### src/rtl/vsynth_cnt_pkg.sv
// Shared constants for the synth counter blocks.
// Direction encoding used on every dir port.
package vsynth_cnt_pkg;

  localparam logic DIR_UP   = 1'b0;
  localparam logic DIR_DOWN = 1'b1;

endpackage

### src/rtl/updn_cnt_mod.sv
// One modulo-MODULO up/down digit with sync clear and clamped load.
// Ports: clk, clr, ce, dir, load, d[W] in; q[W] digit value, tc terminal flag out.
module updn_cnt_mod
  import vsynth_cnt_pkg::*;
#(
  parameter int MODULO = 10,
  parameter int W      = 4
) (
  input  logic         clk,
  input  logic         clr,
  input  logic         ce,
  input  logic         dir,
  input  logic         load,
  input  logic [W-1:0] d,
  output logic [W-1:0] q,
  output logic         tc
);

  localparam logic [W-1:0] MAX = W'(MODULO - 1);

  logic [W-1:0] dl;
  logic [W-1:0] q_up;
  logic [W-1:0] q_dn;

  // Out-of-range load values are clamped to the top state.
  assign dl   = (d > MAX) ? MAX : d;
  assign q_up = (q == MAX) ? '0 : q + 1'b1;
  assign q_dn = (q == '0) ? MAX : q - 1'b1;
  assign tc   = (dir == DIR_UP) ? (q == MAX)
                                : (q == '0);

  always_ff @(posedge clk) begin
    if (clr) begin
      q <= '0;
    end else if (load) begin
      q <= dl;
    end else if (ce) begin
      q <= (dir == DIR_UP) ? q_up : q_dn;
    end
  end

endmodule

### src/rtl/updn_cnt_chain.sv
// Cascade of DIGITS up/down digits with ripple enable, load and saturate.
// Ports: clk, clr, ce, dir, load, d[DIGITS*W] in; q[DIGITS*W] count, co carry/borrow out.
module updn_cnt_chain
  import vsynth_cnt_pkg::*;
#(
  parameter int DIGITS = 2,
  parameter int MODULO = 10,
  parameter int W      = 4,
  parameter bit SAT    = 1'b0
) (
  input  logic                clk,
  input  logic                clr,
  input  logic                ce,
  input  logic                dir,
  input  logic                load,
  input  logic [DIGITS*W-1:0] d,
  output logic [DIGITS*W-1:0] q,
  output logic                co
);

  logic [DIGITS-1:0] tc;
  logic [DIGITS-1:0] en;
  logic [DIGITS:0]   tc_and;
  logic              all_tc;
  logic              hold;

  // tc_and[k] is high when every digit below k is terminal.
  assign tc_and[0] = 1'b1;
  assign all_tc    = tc_and[DIGITS];

  // In saturating mode the full-terminal state freezes the chain.
  assign hold = SAT && all_tc;
  assign co   = ce & ~clr & ~load & all_tc;

  for (genvar k = 0; k < DIGITS; k++) begin : g_dig
    assign tc_and[k+1] = tc_and[k] & tc[k];
    assign en[k]       = ce & tc_and[k] & ~hold;

    updn_cnt_mod #(
      .MODULO (MODULO),
      .W      (W)
    ) u_dig (
      .clk  (clk),
      .clr  (clr),
      .ce   (en[k]),
      .dir  (dir),
      .load (load),
      .d    (d[k*W +: W]),
      .q    (q[k*W +: W]),
      .tc   (tc[k])
    );
  end

endmodule

### config.mk
export PLATFORM = sky130hd
export DESIGN_NAME = updn_cnt_chain
export DESIGN_NICKNAME = d
export VERILOG_FILES = /design/src/rtl/vsynth_cnt_pkg.sv /design/src/rtl/updn_cnt_mod.sv /design/src/rtl/updn_cnt_chain.sv
export SDC_FILE = /design/constraint.sdc
export NUM_CORES = 1
export LEC_CHECK = 0
export CAP_MARGIN = 30
export CORE_MARGIN = 2
export CORE_UTILIZATION = 40
export CTS_CLUSTER_DIAMETER = 40
export DETAILED_ROUTE_END_ITERATION = 6
export PLACE_DENSITY = 0.77
export SETUP_SLACK_MARGIN = 0.5
export SKIP_CTS_REPAIR_TIMING = 1
export SYNTH_ARGS = -nofsm -noshare
export SYNTH_HDL_FRONTEND = slang
export SYNTH_SLANG_ARGS = --single-unit
### constraint.sdc
create_clock -name clk -period 1.6 [get_ports clk]
set_input_delay 0.32 -clock clk [delete_from_list [all_inputs] [get_ports clk]]
set_output_delay 0.32 -clock clk [all_outputs]
set_load 0.05 [all_outputs]
==> results.py, run 1 <==
metrics = {
    "place": {
        "globalplace.congestion": 0.8164,
        "portBuffers": 21,
        "placed_cells": 140,
        "hpwlAfterDp_um": 1577,
    },
    "detailed_routing": {
        "drtPass1Iterations": 4,
        "drt-initial-drc-count": 31,
        "routed_wl_um": 2434,
        "via_per_inst": 5.845,
        "wl_per_cell_um": 15.70,
        "vias": 906,
        "drc": 0,
        "drtAntennaViolNets": 0,
    },
    "power": {
        "combPwrFrac": 0.463,
        "power.total_uw": 822.8,
        "pwr-share-clk": 0.214,
        "switchingPower_uw": 311.4,
        "p_sw_frac": 0.3784,
        "p_leak_nw": 0.5360,
        "p_per_area_nw_per_um2": 596.8,
        "vdd_drop_max_mv": 0.7589,
        "p_seq_frac": 0.323,
        "power.internal_uw": 511.4,
    },
    "yosys": {
        "avgSynthCellArea_um2": 8.049,
        "synth_nets": 110,
        "synth.top_cell.area_share": 0.2051,
        "netlist_instances": 97,
        "synth_edf_count": 0,
        "synth_area_um2": 780.7,
        "ys_ff_latch": 8,
        "ys_top_cells_by_area": "dfxtp_1 (21%), a21oi_1 (4.5%), buf_6 (4.3%), o41ai_2 (4.2%), xnor2_1 (3.4%)",
        "yosys.area.top_type": "dfxtp_1",
        "ys.flop_type": "dfxtp_1",
        "yosys_warnings": 0,
        "ys_types": 46,
        "ys_seq_area_frac": 0.2051,
        "synthArstFlopShare": 0,
    },
    "finish": {
        "instances_no_fill": 155,
        "regMostFlops": "g_dig.u_dig.q",
        "layout_commonest_cell": "buf_4",
        "num_antenna_cells": 0,
        "synthToLayoutAreaGrowth_pct": 76.60,
        "final_cell_mix": "buf_4 (13), buf_12 (9), dfxtp_4 (8), clkdlybuf4s50_1 (8)",
        "fin_nets": 144,
        "largest_register_ff_count": 8,
        "drive_gt1_frac": 0.5000,
        "reg_top3": "g_dig.u_dig.q: 8 flops",
    },
    "grt": {
        "grt_max_degree": 14,
        "overflow": 0,
        "antenna_found_initial": 0,
        "grt_pass1_wl_um": 3339,
        "grt_pass1_vias": 751,
        "grtUsageTotal": 0.2063,
    },
    "floorplanning": {
        "chipHeight_um": 48.18,
        "initial_core_util": 0.4379,
        "io_pins": 22,
        "dieWidth_um": 48.18,
        "die_area_um2": 2321,
        "fp.coreArea_um2": 1783,
        "core.rowCount": 15,
    },
    "critical_path": {
        "worstPathCellList": "and3b_2 > o211ai_4 > nor2_4 > buf_12",
        "critPathCapture": "co",
        "worst-setup-path-type": "reg -> out",
        "start_kind": "register",
        "crit_arrival_ns": 1.31,
        "cpPeakStageDelay_ns": 0.37,
        "rr_startpoint": "g_dig[1].u_dig.q[2]",
        "cp-end-kind": "output port",
        "worstPathRequired_ns": 1.28,
        "critPathLaunch": "g_dig[0].u_dig.q[3]",
        "reg2reg_to": "g_dig[1].u_dig.q[3]",
        "cp_max_fo": 8,
        "reg2reg_depth": 5,
        "cpMaxStageDelayCell": "dfxtp_4",
        "ff2ff_setup_slack_ns": 0.14,
    },
    "timing": {
        "worst_slack_ns": -0.02552,
        "hold_viol": 0,
        "fin_crit_ns": 1.626,
        "rsz0062_at_grt": "yes",
        "period_share": 1.016,
        "fmax_mhz": 615.2,
        "worst_slew_pin_slew_ns": 0.4045,
        "clock_skew_ns": 0.009068,
        "drv_slew": 0,
        "slew_headroom": 0.7303,
        "tns_ns": -0.02552,
        "finalSetupViolCount": 1,
    },
    "cts": {
        "cts_root_buf": "clkbuf_4",
        "htreeDepth": 1,
        "cts.sinks": 8,
        "clockBufferDepth": 2,
        "cts_tree": "done",
        "insertion_delay_ns": 0.26,
        "cts_buffers": 3,
        "clkTransAtPathRegs_ns": 0.06,
    },
    "flow_run": {
        "cap_violations": 0,
    },
    "run_status": {
        "outcome": "complete, but fails checks",
        "violations": "setup timing",
    },
    "hold_path": {
        "hp-start": "load",
        "min_path_type": "in -> reg",
    },
}
-- synthesized netlist by cell type, types with 2 or more instances --
library cell and n:
nand3b_1 3, buf_2 4, o22ai_1 2, nand2_1 5, xnor2_1 3, and3b_1 2
nor2_1 6, nor3_1 3, xor2_1 2, nor4_1 3, a221oi_1 2, nand2b_1 3
inv_1 2, buf_6 3, o21ai_0 5, nor2b_1 2, dfxtp_1 8, clkbuf_1 2
nor4b_1 2, nor3b_1 2, a21oi_1 7, o41ai_2 2
-- stage by stage --
stage               setup WS [ns]  area (um2)  hold slack [ns]  utilization
finish                   -0.02552        1379           0.4739       0.7733
global route             -0.06963        1379           0.4731       0.7733
CTS                       -0.4180        1221           0.6366       0.6849
detailed placement        -0.4137        1195           0.6245       0.6702
global placement          -0.3925        1195           0.6215       0.6702
floorplan                 0.06820       900.9           0.4881            -
-- how the worst min path moves through the flow --
stage | slack, ns | to | cells past startpoint
floorplan | 0.49 | g_dig[0].u_dig.q[0] | 2
global placement | 0.62 | g_dig[1].u_dig.q[1] | 2
detailed placement | 0.62 | g_dig[1].u_dig.q[1] | 2
CTS | 0.64 | g_dig[1].u_dig.q[1] | 2
global route | 0.47 | g_dig[1].u_dig.q[2] | 3
finish | 0.47 | g_dig[1].u_dig.q[2] | 3
-- kinds of logic (layout without fill, tap and decap cells) --
kind of cell           after synthesis  in the layout  synth area share
XOR/XNOR                             5              5           0.05610
AO/OA/AOI/OAI                       31             31            0.3045
AND/OR/NAND/NOR                     38             38            0.3093
flip-flops                           8              8            0.2051
buffers and inverters               13             46           0.09775
multiplexers                         2              2           0.02724
-- critical path: cells and delay by family (launching register included) --
kind / cells / cell delay [ns]
AO/OA/AOI/OAI: 1 / 0.21
buffers and inverters: 1 / 0.15
flip-flops: 1 / 0.37
AND/OR/NAND/NOR: 2 / 0.31
-- per-layer routing --
layer | routed length (um) | global-route usage
met5 | 0 | 0
met4 | 50 | 0.06486
met3 | 133 | 0.03704
met2 | 1155 | 0.3132
met1 | 1095 | 0.2946
-- power by group through the flow --
stage	clock network, mW	registers, mW	logic (mW)
6_report	0.176	0.266	0.381
5_1_grt	0.193	0.271	0.403
4_1_cts	0.175	0.270	0.323
3_5_place_dp	0	0.274	0.321
3_3_place_gp	0	0.273	0.313
2_1_floorplan	0	0.284	0.194
-- area by class of cell --
cell class                 instances  area (um2)
inverter                           3       11.26
tap                               25       31.28
sequential                         8       190.2
timing repair buffer              39       449.2
fill                             116       404.1
multi-input combinational         76       670.6
clock buffer                       4       26.28
Power figures use the tool's default switching activity.
==> run 2: changes to the inputs <==
--- a/config.mk
+++ b/config.mk
@@ -10,9 +10,10 @@
 export CORE_UTILIZATION = 40
 export CTS_CLUSTER_DIAMETER = 40
 export DETAILED_ROUTE_END_ITERATION = 6
-export PLACE_DENSITY = 0.77
+export PLACE_DENSITY = 0.8
 export SETUP_SLACK_MARGIN = 0.5
 export SKIP_CTS_REPAIR_TIMING = 1
 export SYNTH_ARGS = -nofsm -noshare
 export SYNTH_HDL_FRONTEND = slang
+export SYNTH_HIERARCHICAL = 1
 export SYNTH_SLANG_ARGS = --single-unit
==> run 2 against run 1 <==
Effect of this change:
- the flow still finishes with violations (setup timing)
- final area is 5.2% lower
- critical path depth up 2
- sequential share of layout area increased by 0.37 points
- wire length shrank 1.3%
- non-clock buffer count is 2 higher
- register-to-register slack got worse by 0.26 ns
- first-iteration DRC count decreased by 48%
- setup slack worse by 0.25 ns
==> results.py, run 2 <==
metrics = {
    "power": {
        "p_leak_nw": 0.5232,
        "power.total_uw": 858.0,
        "p_per_area_nw_per_um2": 656.2,
        "vdd_drop_max_mv": 0.3307,
    },
    "floorplanning": {
        "core.rowCount": 14,
        "initial_core_util": 0.4278,
        "dieWidth_um": 44.37,
        "fp.coreArea_um2": 1524,
        "die_area_um2": 1969,
        "chipHeight_um": 44.37,
        "io_pins": 22,
    },
    "place": {
        "placed_cell_area_um2": 1062,
        "hpwlAfterDp_um": 1516,
        "placed_cells": 129,
        "portBuffers": 21,
        "globalplace.congestion": 0.8062,
        "dp_slack_ns": -0.5078,
    },
    "grt": {
        "grt_max_degree": 11,
        "overflow": 0,
        "antenna_found_initial": 0,
        "grt_pass1_wl_um": 3070,
        "grt_pass1_vias": 704,
        "grtUsageTotal": 0.2101,
    },
    "finish": {
        "post-route-util": 0.8580,
        "final.fill_count": 77,
        "reg_top3": "g_dig.u_dig/q: 8 flops",
        "layout_commonest_cell": "buf_4",
        "num_antenna_cells": 0,
        "regMostFlops": "g_dig.u_dig/q",
        "final_area_um2": 1308,
        "largest_register_ff_count": 8,
        "final_cell_mix": "buf_4 (11), clkdlybuf4s50_1 (9), inv_1 (8), buf_6 (8), buf_12 (8)",
        "drive_gt1_frac": 0.4758,
        "fin_nets": 138,
        "synthToLayoutAreaGrowth_pct": 100.6,
        "instances_no_fill": 140,
    },
    "yosys": {
        "yosys_warnings": 6,
        "synth_nets": 96,
        "ys_types": 25,
        "ys.flop_type": "dfxtp_1",
        "synth_edf_count": 0,
        "ys_top_cells_by_area": "dfxtp_1 (25%), xnor2_1 (8.1%), nor3_1 (6.1%), inv_1 (5.8%), a221oi_1 (5.4%)",
        "synth.most_common_cell": "inv_1",
        "synth_common_cells": "inv_1 (10), dfxtp_1 (8), nor3_1 (8)",
        "ys_ff_latch": 8,
        "synthArstFlopShare": 0,
        "yosys.area.top_type": "dfxtp_1",
        "avgSynthCellArea_um2": 7.854,
        "synth_area_um2": 651.9,
        "ys_seq_area_frac": 0.2457,
        "netlist_instances": 83,
        "synth.top_cell.area_share": 0.2457,
    },
    "timing": {
        "slew_headroom": 0.7168,
        "hold_viol": 0,
        "fin_crit_ns": 1.878,
        "rsz0062_at_grt": "yes",
        "finalSetupViolCount": 5,
        "worst_slew_pin_slew_ns": 0.4217,
        "tns_ns": -0.5273,
        "worst_hold_slack_ns": 0.4536,
        "worst_slack_ns": -0.2777,
        "drv_slew": 0,
        "clock_skew_ns": 0.001104,
        "fmax_mhz": 532.6,
        "period_share": 1.174,
    },
    "detailed_routing": {
        "wl_met1_um": 1034,
        "drc": 0,
        "vias": 827,
        "route.met2.wl_um": 1239,
        "wl_per_cell_um": 17.16,
        "drt-initial-drc-count": 16,
        "drtPass1Iterations": 4,
        "routed_wl_um": 2403,
        "top_layer": "met4",
        "via_per_inst": 5.907,
        "wl_met3_um": 85,
        "drtAntennaViolNets": 0,
    },
    "critical_path": {
        "ff2ff_setup_slack_ns": -0.12,
        "worst-setup-path-type": "reg -> out",
        "crit_arrival_ns": 1.56,
        "cpPeakStageDelay_ns": 0.36,
        "worstPathCellList": "nand2b_4 > o21a_1 > nor3_2 > and2_4 > and3_4 > buf_12",
        "cp_max_fo": 3,
        "cp-end-kind": "output port",
        "worstPathRequired_ns": 1.28,
        "start_kind": "register",
        "cpMaxStageDelayCell": "dfxtp_4",
    },
    "cts": {
        "cts_buffers": 3,
        "clockBufferDepth": 2,
        "cts_tree": "done",
        "cts.sinks": 8,
        "cts_root_buf": "clkbuf_4",
        "htreeDepth": 1,
        "clkTransAtPathRegs_ns": 0.06,
        "insertion_delay_ns": 0.26,
    },
    "run_status": {
        "violations": "setup timing",
        "outcome": "complete, but fails checks",
    },
    "hold_path": {
        "min_path_type": "in -> reg",
    },
    "flow_run": {
        "cap_violations": 0,
    },
}
run 2: cell types whose count changed after synthesis, sizes merged, moves of 3 or more:
| cell | before | now |
|---|---|---|
| buf | 8 | 2 |
| inv | 2 | 10 |
| nand2 | 5 | 2 |
| nor2 | 7 | 3 |
| nor3 | 3 | 8 |
| nor4 | 3 | 0 |
| o21a | 0 | 4 |
| xnor2 | 3 | 6 |
run 2: final timing paths:
check / startpoint / end / cells past startpoint
min: load / g_dig[1].u_dig/q[3] / 3
min reg2reg: g_dig[0].u_dig/q[2] / g_dig[0].u_dig/q[2] / 2
max reg2reg: g_dig[0].u_dig/q[0] / g_dig[1].u_dig/q[1] / 9
max: g_dig[0].u_dig/q[0] / co / 6
run 2: area by class of cell:
type | instances | area, um2 | share of cell area
well taps | 16 | 20.02 | 0.01531
multi-input cells | 61 | 544.3 | 0.4163
flip-flops and latches | 8 | 185.2 | 0.1416
inverters | 10 | 41.29 | 0.03158
repair buffers | 41 | 490.5 | 0.3751
clock buffers | 4 | 26.28 | 0.02010
run 2: cell families after synthesis:
| family | synth area share |
|---|---|
| AO/OA/AOI/OAI | 0.3493 |
| flip-flops | 0.2457 |
| XOR/XNOR | 0.08061 |
| AND/OR/NAND/NOR | 0.2323 |
| buffers and inverters | 0.09213 |
run 2: report_power, final:
group          leakage [nW]  total [mW]  internal, mW  switching, mW
logic                 0.438       0.430         0.228          0.202
clock network        0.0150       0.176        0.0961         0.0796
registers            0.0707       0.252         0.216         0.0365
run 2: routing by layer:
metal,global-route usage,vias up
li1,-,397
met1,0.2975,399
met2,0.3176,25
met3,0.02857,6
met4,0.09091,0
met5,0,-
run 2: critical path, delay by kind of cell (launching register included):
family / cells / cell delay (ns)
and+or+nand+nor: 4 / 0.63
DFF: 1 / 0.36
buffers and inverters: 1 / 0.13
AOI/OAI and AO/OA: 1 / 0.18
